[config.mk]
export PLATFORM = sky130hd
export DESIGN_NAME = sub_operand_loader
export DESIGN_NICKNAME = d
export VERILOG_FILES = /design/src/rtl/sub_operand_loader.sv
export SDC_FILE = /design/constraint.sdc
export NUM_CORES = 1
export LEC_CHECK = 0
export BUFFER_PORTS_ARGS = -buffer_cell sky130_fd_sc_hd__buf_2
export CAP_MARGIN = 5
export CORE_MARGIN = 2
export CORE_UTILIZATION = 45
export CTS_CLUSTER_SIZE = 14
export DETAILED_ROUTE_END_ITERATION = 10
export PLACE_DENSITY = 0.71
export SYNTH_ARGS = -nofsm -noshare
export SYNTH_HDL_FRONTEND = slang
export SYNTH_SLANG_ARGS = --single-unit
[constraint.sdc]
create_clock -name clk -period 1.16 [get_ports clk]
set_input_delay 0.058 -clock clk [delete_from_list [all_inputs] [get_ports clk]]
set_output_delay 0.058 -clock clk [all_outputs]
set_load 0.02 [all_outputs]
[src/rtl/sub_operand_loader.sv]
// Sequential operand front end for the 4-bit subtractor: synchronizes the switch bus and
// buttons, debounces the load button, and captures A then B on successive presses.
module sub_operand_loader #(
    parameter int unsigned WIDTH           = 4,
    parameter int unsigned DEBOUNCE_CYCLES = 4
) (
    input  logic             clk,
    input  logic             rst,
    input  logic [WIDTH-1:0] sw_in,
    input  logic             load_btn,
    input  logic             clear_btn,
    input  logic             op_ack,
    output logic [WIDTH-1:0] A,
    output logic [WIDTH-1:0] B,
    output logic             operands_valid,
    output logic [1:0]       state_o
);

    localparam int unsigned CNT_W = $clog2(DEBOUNCE_CYCLES + 1);

    typedef enum logic [1:0] {
        IDLE  = 2'b00,
        GOT_A = 2'b01,
        READY = 2'b10
    } state_t;

    state_t             state;
    state_t             state_nxt;
    logic [WIDTH-1:0]   a_nxt;
    logic [WIDTH-1:0]   b_nxt;
    logic               valid_nxt;

    logic [WIDTH-1:0]   sw_m;
    logic [WIDTH-1:0]   sw_s;
    logic               ld_m;
    logic               ld_s;
    logic               clr_m;
    logic               clr_s;

    logic               db;
    logic               db_q;
    logic [CNT_W-1:0]   cnt;
    logic               ld_pulse;

    // Two-flop synchronizers for everything arriving from the board.
    always_ff @(posedge clk) begin
        if (rst) begin
            sw_m  <= '0;
            sw_s  <= '0;
            ld_m  <= 1'b0;
            ld_s  <= 1'b0;
            clr_m <= 1'b0;
            clr_s <= 1'b0;
        end else begin
            sw_m  <= sw_in;
            sw_s  <= sw_m;
            ld_m  <= load_btn;
            ld_s  <= ld_m;
            clr_m <= clear_btn;
            clr_s <= clr_m;
        end
    end

    // Load debounce: a new level must hold DEBOUNCE_CYCLES cycles; clear does not touch it.
    always_ff @(posedge clk) begin
        if (rst) begin
            db   <= 1'b0;
            db_q <= 1'b0;
            cnt  <= '0;
        end else begin
            db_q <= db;
            if (ld_s == db) begin
                cnt <= '0;
            end else if (cnt == CNT_W'(DEBOUNCE_CYCLES - 1)) begin
                db  <= ld_s;
                cnt <= '0;
            end else begin
                cnt <= cnt + CNT_W'(1);
            end
        end
    end

    assign ld_pulse = db & ~db_q;

    // FSM and operand registers.
    always_ff @(posedge clk) begin
        if (rst) begin
            state          <= IDLE;
            A              <= '0;
            B              <= '0;
            operands_valid <= 1'b0;
        end else begin
            state          <= state_nxt;
            A              <= a_nxt;
            B              <= b_nxt;
            operands_valid <= valid_nxt;
        end
    end

    // Next state: clear beats load, load beats acknowledge.
    always_comb begin
        state_nxt = state;
        a_nxt     = A;
        b_nxt     = B;
        if (clr_s) begin
            state_nxt = IDLE;
            a_nxt     = '0;
            b_nxt     = '0;
        end else begin
            case (state)
                IDLE: begin
                    if (ld_pulse) begin
                        a_nxt     = sw_s;
                        state_nxt = GOT_A;
                    end
                end
                GOT_A: begin
                    if (ld_pulse) begin
                        b_nxt     = sw_s;
                        state_nxt = READY;
                    end
                end
                READY: begin
                    if (ld_pulse) begin
                        a_nxt     = sw_s;
                        state_nxt = GOT_A;
                    end else if (op_ack) begin
                        state_nxt = IDLE;
                    end
                end
                default: state_nxt = IDLE;
            endcase
        end
        valid_nxt = (state_nxt == READY);
    end

    assign state_o = state;

endmodule

# == Yosys cells after proc, flatten, opt, wreduce, memory -nomap -nowiden ==
# Cells that the tools add are included.
# op_classes
addsub,1
n_eq_ne,5
n_mux,6
n_bitwise,3
n_reduce_logical,7
# op_table
cell,count
$mux W2,5
$pmux W2 S3,1
$reduce_and A2 Y1,3
$eq A2 B2 Y1 const B,2
$reduce_or A2 Y1,2
$add A3 B1 Y3 const B,1
$eq A3 B2 Y1 const B,1
$reduce_or A3 Y1,1
$eq A2 B1 Y1 const B,1
$logic_not A2 Y1,1
$not A1 Y1,2
$and A1 B1 Y1,1
$eq A1 B1 Y1,1
# word_totals
reg_bits,28
input_bits,9
out_inout_bits,11
elab_cells,35

# == Depth between registers and ports, before layout ==
# Gate-level depths: netlist (run 1).
# logic_depth
ltp_word,6
depth_mapped,4
mapped_depth_nobuf,4

# == Worst setup path before layout (run 1) ==
# No wires, ideal clock.
# synth_timing
path_type,register to register
start,reg cnt[0]
end,reg cnt[0]
setup_time_ps,63
arrival_ps,1159
required_ps,1097
path_slack_ps,-61
stages_incl_launch_ff,5
cell_sequence,dfxtp_1 -> ha_1 -> ha_1 -> or3_4 -> nor2_2
# synth_via
elab_chain_len,2
elab_cells_between_ends,3
cone_classes,add/sub: 1; eq/ne: 1; reduce/logical: 1
# synth_lines
element,line_no,rtl
"start, declared",42,logic [CNT_W-1:0] cnt;
"start signal, assigned",78,cnt <= cnt + CNT_W'(1);
branches (longest 2 deep; another with $add A3 B1 Y3),n/a,
# Several ways; the timed one is not identified.
# A chain may end at the register's enable or synchronous reset.

# == Worst setup path after layout (run 1) ==
# Ends and elaborated chain as after synthesis.

==> results of run 1 <==
## final cells by class
cell class / count / share of cell area [%]
clock buffer: 4 / 2.974
tap: 27 / 2.769
multi-input combinational: 49 / 30.77
timing repair buffer: 31 / 16.41
inverter: 2 / 0.6154
sequential: 28 / 46.46
## per-layer routing
layer	part of all wire [%]	global-route usage [%]
met5	0	0
met4	1.4	5.556
met3	6.1	5.758
met1	44	15.06
met2	49	22.52
## final timing paths
kind | from | to | slack [ps] | cells after the start
hold reg to reg | sw_m[2] | sw_s[2] | 450 | 1
setup / recovery | cnt[0] | cnt[0] | 5 | 4
setup reg to reg | cnt[0] | cnt[0] | 5 | 4
hold / removal | rst | sw_s[2] | 80 | 2
## through the flow
step	util, %	worst slack (ps)	area, sq um
after global placement	55.55	10.63	1090
after global routing	62.18	-53.74	1220
after floorplan	-	11.47	947.2
after detailed placement	55.55	-16.34	1090
final	62.18	4.647	1220
after CTS	61.10	-1.998	1199
## power by group
group / switching, uW / leakage (uW) / internal [uW] / total, uW
Clock: 260 / 0.0000210 / 192 / 452
Sequential: 6.94 / 0.000231 / 982 / 989
Combinational: 26.1 / 0.000253 / 39.0 / 65.1
Total: 293 / 0.000505 / 1210 / 1510
## cell families (layout without fill, tap and decap cells)
group                      after synthesis  count (layout)
AOI/OAI and AO/OA                        2               2
xor gates and xnor gates                 1               1
adders and majority gates                2               2
buffers and inverters                    5              37
DFF                                     28              28
muxes                                    9               9
and+or+nand+nor                         35              35
## Yosys cell counts, drive strengths merged
cell	n
or2	1
or2b	1
nor2	16
inv	2
a31oi	1
a21oi	1
nor2b	14
nor3b	1
ha	2
and4bb	1
buf	2
clkbuf	1
mux2i	9
xnor2	1
or3	1
dfxtp	28
## flip-flops by register name, indices dropped and copies added, names as in the netlist
register and flops:
ld_m 1, clr_s 1, db_q 1, clr_m 1
operands_valid 1, db 1, state_o 2, sw_m 4
ld_s 1, sw_s 4, B 4, cnt 3
A 4
## layout by cell type, fill, tap and decap left out
| master | count |
|---|---|
| nor2_1 | 13 |
| dlygate4sd3_1 | 6 |
| nor2_2 | 3 |
| and4bb_4 | 1 |
| dfxtp_2 | 5 |
| mux2i_1 | 9 |
| clkbuf_8 | 1 |
| nor3b_4 | 1 |
| inv_1 | 2 |
| nor2b_1 | 14 |
| a31oi_1 | 1 |
| xnor2_1 | 1 |
| dfxtp_1 | 23 |
| buf_4 | 6 |
| buf_2 | 19 |
| or2b_1 | 1 |
| clkbuf_4 | 3 |
| ha_4 | 2 |
| a21oi_1 | 1 |
| or3_4 | 1 |
| or2_2 | 1 |
## what timing repair did
| item | 4_1_cts | 5_1_grt |
|---|---|---|
| setup endpoints to repair | 5 | 12 |
| hold buffers | 6 | 0 |
| pin swaps | 1 | 0 |
| gates resized for setup | 4 | 3 |
| hold endpoints to repair | 6 | 0 |
| setup buffers | 0 | 2 |
==> reports/metrics.cfg, run 1 <==
[clock_tree]
clock-sinks = 28
clockBufferDepth = 2
path_clk_slew_ps = 130
h-tree-depth = 1
clockRootBuffer = clkbuf_4
tritoncts = done
cts_buffers = 3
clock_latency_ps = 320

[synth]
synth_compound_area_share_pct = 1.210
yosysTopAreaCell = dfxtp_1
ys_types = 18
syn_nets = 93
synthMuxAreaShare_pct = 9.677
yosys.area_share.xor_xnor_pct = 0.9409
synthTopCellsByArea = dfxtp_1 (60%), mux2i_1 (9.7%), nor2b_1 (9.4%)
synth_top_area_share_pct = 60.22
yosys.area_share.simple_pct = 22.72
synth_seq_area_share_pct = 60.22
yosys_warnings = 0
synthCells = 82
synth_top_family_by_area = simple AND/OR/NAND/NOR gates
ys_seq_elements = 28
avgSynthCellArea_sq_um = 11.35
synth_fa_ha_area_share_pct = 2.688
synth_area_sq_um = 930.9

[route]
drt_iter0_markers = 0
dr.pass1.iters = 1
via_per_inst = 4.411
routedWlPerCell_microns = 10.28
drc = 0
vias = 622
routed_wl_microns = 1449
ant_nets = 0

[worst_setup_path]
cp-end-kind = register
cp_top_family = simple AND/OR/NAND/NOR gates
required_ps = 1430
cp.arrival_ps = 1420
crit_path_max_incr_delay_ps = 360
path_max_fanout = 3
path_buf_inv = 0
path_cells = ha_4, ha_4, or3_4, nor2_2
cpMostUsedCell = ha_4
crit_type = register to register
crit_slowest_cell = dfxtp_2
critPathLaunchType = register

[final_layout]
antennaDiodeCount = 0
area_growth_pct = 31.05
fin_nets = 126
multiInputGateArea_sq_um = 375.4
nFillCells = 181
instances_no_fill = 141
seq_area_sq_um = 566.8
layout-drive-gt1-share_pct = 37.72

[power]
leakage_uw = 0.0005052
finalPower_uw = 1506
p_per_area_mw_per_mm2 = 1235
peakVddDrop_mv = 1.069

[sta]
skew_ps = 3.240
whs_ps = 75.75
period_share_pct = 99.60
hold_viol_final = 0
slew_viol_final = 0
slew_headroom_pct = 82.58
rsz0062_at_grt = yes
tightest_slew_ps = 261.3
finalSetupTns_ps = 0
period_needed_ps = 1155
finalSetupViolCount = 0
fmaxAchievable_ghz = 0.8655

[die]
fp.dieH_microns = 49.48
fp.dieArea_sq_mm = 0.002448
rows = 16
die_w_microns = 49.48
coreArea_sq_mm = 0.001962
initial_core_util_pct = 47.45
num_io_pins = 20

[place]
place_hpwl_microns = 973.6
place_inst = 129
port_buffers = 19
gp_congestion = 0.6977

[grt]
antenna_found_initial = 0
first_global_vias = 561
grt_usage_pct = 13.48
grt_pass1_wl_microns = 2428
gr-total-overflow = 0
grt_max_degree = 17

[run]
drv_cap = 0

[worst_hold_path]
hp-class = input port to register

[status]
status = finished clean

No activity file was read; power rests on OpenSTA's default activity.
==> run 2: changes to the inputs <==
- ABC_AREA: default -> 1
- CORE_UTILIZATION: 45 -> 46
==> reports/metrics.cfg, run 2 <==
[sta]
hold_viol_final = 0
fmaxAchievable_ghz = 0.8824
slew_viol_final = 0
finalSetupTns_ps = 0
period_needed_ps = 1133
skew_ps = 6.252
tightest_slew_ps = 281.1
period_share_pct = 97.70
slew_headroom_pct = 81.26
finalSetupViolCount = 0

[clock_tree]
clockBufferDepth = 2
clockRootBuffer = clkbuf_4
h-tree-depth = 1
path_clk_slew_ps = 140
clock_latency_ps = 320
clock-sinks = 28
tritoncts = done
cts_buffers = 3

[place]
gp_congestion = 0.7157
place_inst = 169
place_hpwl_microns = 1052
port_buffers = 19

[die]
num_io_pins = 20
fp.dieArea_sq_mm = 0.002547
fp.dieH_microns = 50.47
coreArea_sq_mm = 0.002002
die_w_microns = 50.47
rows = 16
initial_core_util_pct = 49.63

[synth]
synthArstFlopShare_pct = 0
synth_top_family_by_area = simple AND/OR/NAND/NOR gates
synth_compound_area_share_pct = 3.526
synthTopCellsByCount = nor2_1 (34), dfxtp_1 (28), inv_1 (23)
yosysTopAreaCell = dfxtp_1
syn_nets = 136
synthCells = 125
yosys_warnings = 0
ys_types = 16
synth_area_sq_um = 993.5
synthMuxAreaShare_pct = 0
synth-edff-count = 0
synth_seq_area_share_pct = 56.42
ys.flop_type = dfxtp_1
ys_seq_elements = 28
avgSynthCellArea_sq_um = 7.948
yosys.area_share.simple_pct = 26.70
synth_most_common_cell = nor2_1
synthTopCellsByArea = dfxtp_1 (56%), nor2_1 (13%), inv_1 (8.7%)
synth_top_area_share_pct = 56.42
synth_fa_ha_area_share_pct = 2.519
yosys.area_share.xor_xnor_pct = 0

[worst_setup_path]
critPathLaunchType = register
timing.critical_path.to = cnt[1]
crit_slowest_cell = dfxtp_2
crit_path_max_incr_delay_ps = 350
cp_top_family = adder cells
reg2reg_slack_ps = 30
path_max_fanout = 3
cp.depth = 5
cp.arrival_ps = 1410
regToRegStartpoint = cnt[0]
path_cells = ha_1, ha_2, a21oi_2, nand2_2, nor2_2
reg2regPathDepth = 5
required_ps = 1430
crit_path_start = cnt[0]
path_buf_inv = 0
cp-end-kind = register
crit_type = register to register
timing.rr.end = cnt[1]

[route]
met1_length_microns = 654
drt_iter0_markers = 10
wl_met3_microns = 71
wl_met2_microns = 794
dr.pass1.iters = 4
routed_wl_microns = 1555
routedWlPerCell_microns = 8.687
drc = 0
vias = 748
via_per_inst = 4.179
ant_nets = 0
routed.top_layer = met4

[final_layout]
layout-drive-gt1-share_pct = 24.34
layout_common_cells = nor2_1 (32), dfxtp_1 (26), inv_1 (23), buf_2 (19), nand2_1 (16)
fin_nets = 165
seq_area_sq_um = 563.0
final_common_cell = nor2_1
instances_no_fill = 179
antennaDiodeCount = 0
area_growth_pct = 22.67
nFillCells = 192
multiInputGateArea_sq_um = 339.1

[grt]
grt_max_degree = 17
grt_pass1_wl_microns = 2511
first_global_vias = 674
grt_usage_pct = 13.16
gr-total-overflow = 0
antenna_found_initial = 0

[power]
finalPower_uw = 1451
peakVddDrop_mv = 0.6161
leakage_uw = 0.0006030
p_per_area_mw_per_mm2 = 1191

[worst_hold_path]
hp-class = input port to register
hold_depth = 4

[run]
drv_cap = 0

[status]
status = finished clean

run 2: worst register-to-register path: stages (launching register included):
cell     delay (ps)
dfxtp_2         350
ha_1            200
ha_2            200
a21oi_2         140
nand2_2          90
nor2_2          100
run 2: through the flow:
stage               utilization, %  setup WS, ps  hold WS [ps]  instance area, sq um
floorplan                        -         108.0         165.0                 993.5
global placement             55.56         138.3         255.2                  1112
detailed placement           55.56         46.68         265.7                  1112
CTS                          59.69         16.13         8.868                  1195
global route                 60.88        -35.22         29.01                  1219
finish                       60.88         26.72         17.93                  1219
run 2: worst min path at each step:
| stage | slack [ps] | from | end |
|---|---|---|---|
| after floorplan | 160 | clear_btn | clr_m |
| after global routing | 30 | op_ack | operands_valid |
| after global placement | 260 | clear_btn | clr_m |
| final | 20 | op_ack | operands_valid |
| after detailed placement | 270 | sw_in[3] | sw_m[3] |
| after CTS | 9 | op_ack | operands_valid |
run 2: final cells by class:
cell class / instances / share of cell area [%]
flip-flops and latches: 28 / 46.20
multi-input cells: 69 / 27.82
repair buffers: 26 / 13.35
inverters: 26 / 8.008
well taps: 27 / 2.772
clock buffers: 3 / 1.848
run 2: routing by layer:
layer / global-route usage (%) / vias to the layer above
met1: 12.98 / 310
li1: - / 415
met4: 8.108 / 0
met5: 0 / -
met3: 2.679 / 3
met2: 24.78 / 20
run 2: power breakdown:
group | leakage (uW) | switching (uW) | total (uW) | internal [uW]
clock network | 0.0000138 | 264 | 386 | 122
logic | 0.000360 | 36.9 | 75.6 | 38.6
registers | 0.000229 | 7.46 | 990 | 982
total | 0.000603 | 308 | 1450 | 1140
run 2: kinds of logic (layout without fill, tap and decap cells):
group | count (synthesis) | in the layout
simple gates | 60 | 60
buf+inv | 28 | 55
flops | 28 | 28
fa+ha+maj | 2 | 2
compound gates | 7 | 7
run 2: timing repair:
| item | 4_1_cts | 5_1_grt |
|---|---|---|
| setup buffers | 0 | 1 |
| hold buffers | 6 | 0 |
| setup endpoints to repair | 0 | 5 |
| gates resized for setup | 0 | 7 |
| endpoints found under the hold margin | 6 | 0 |
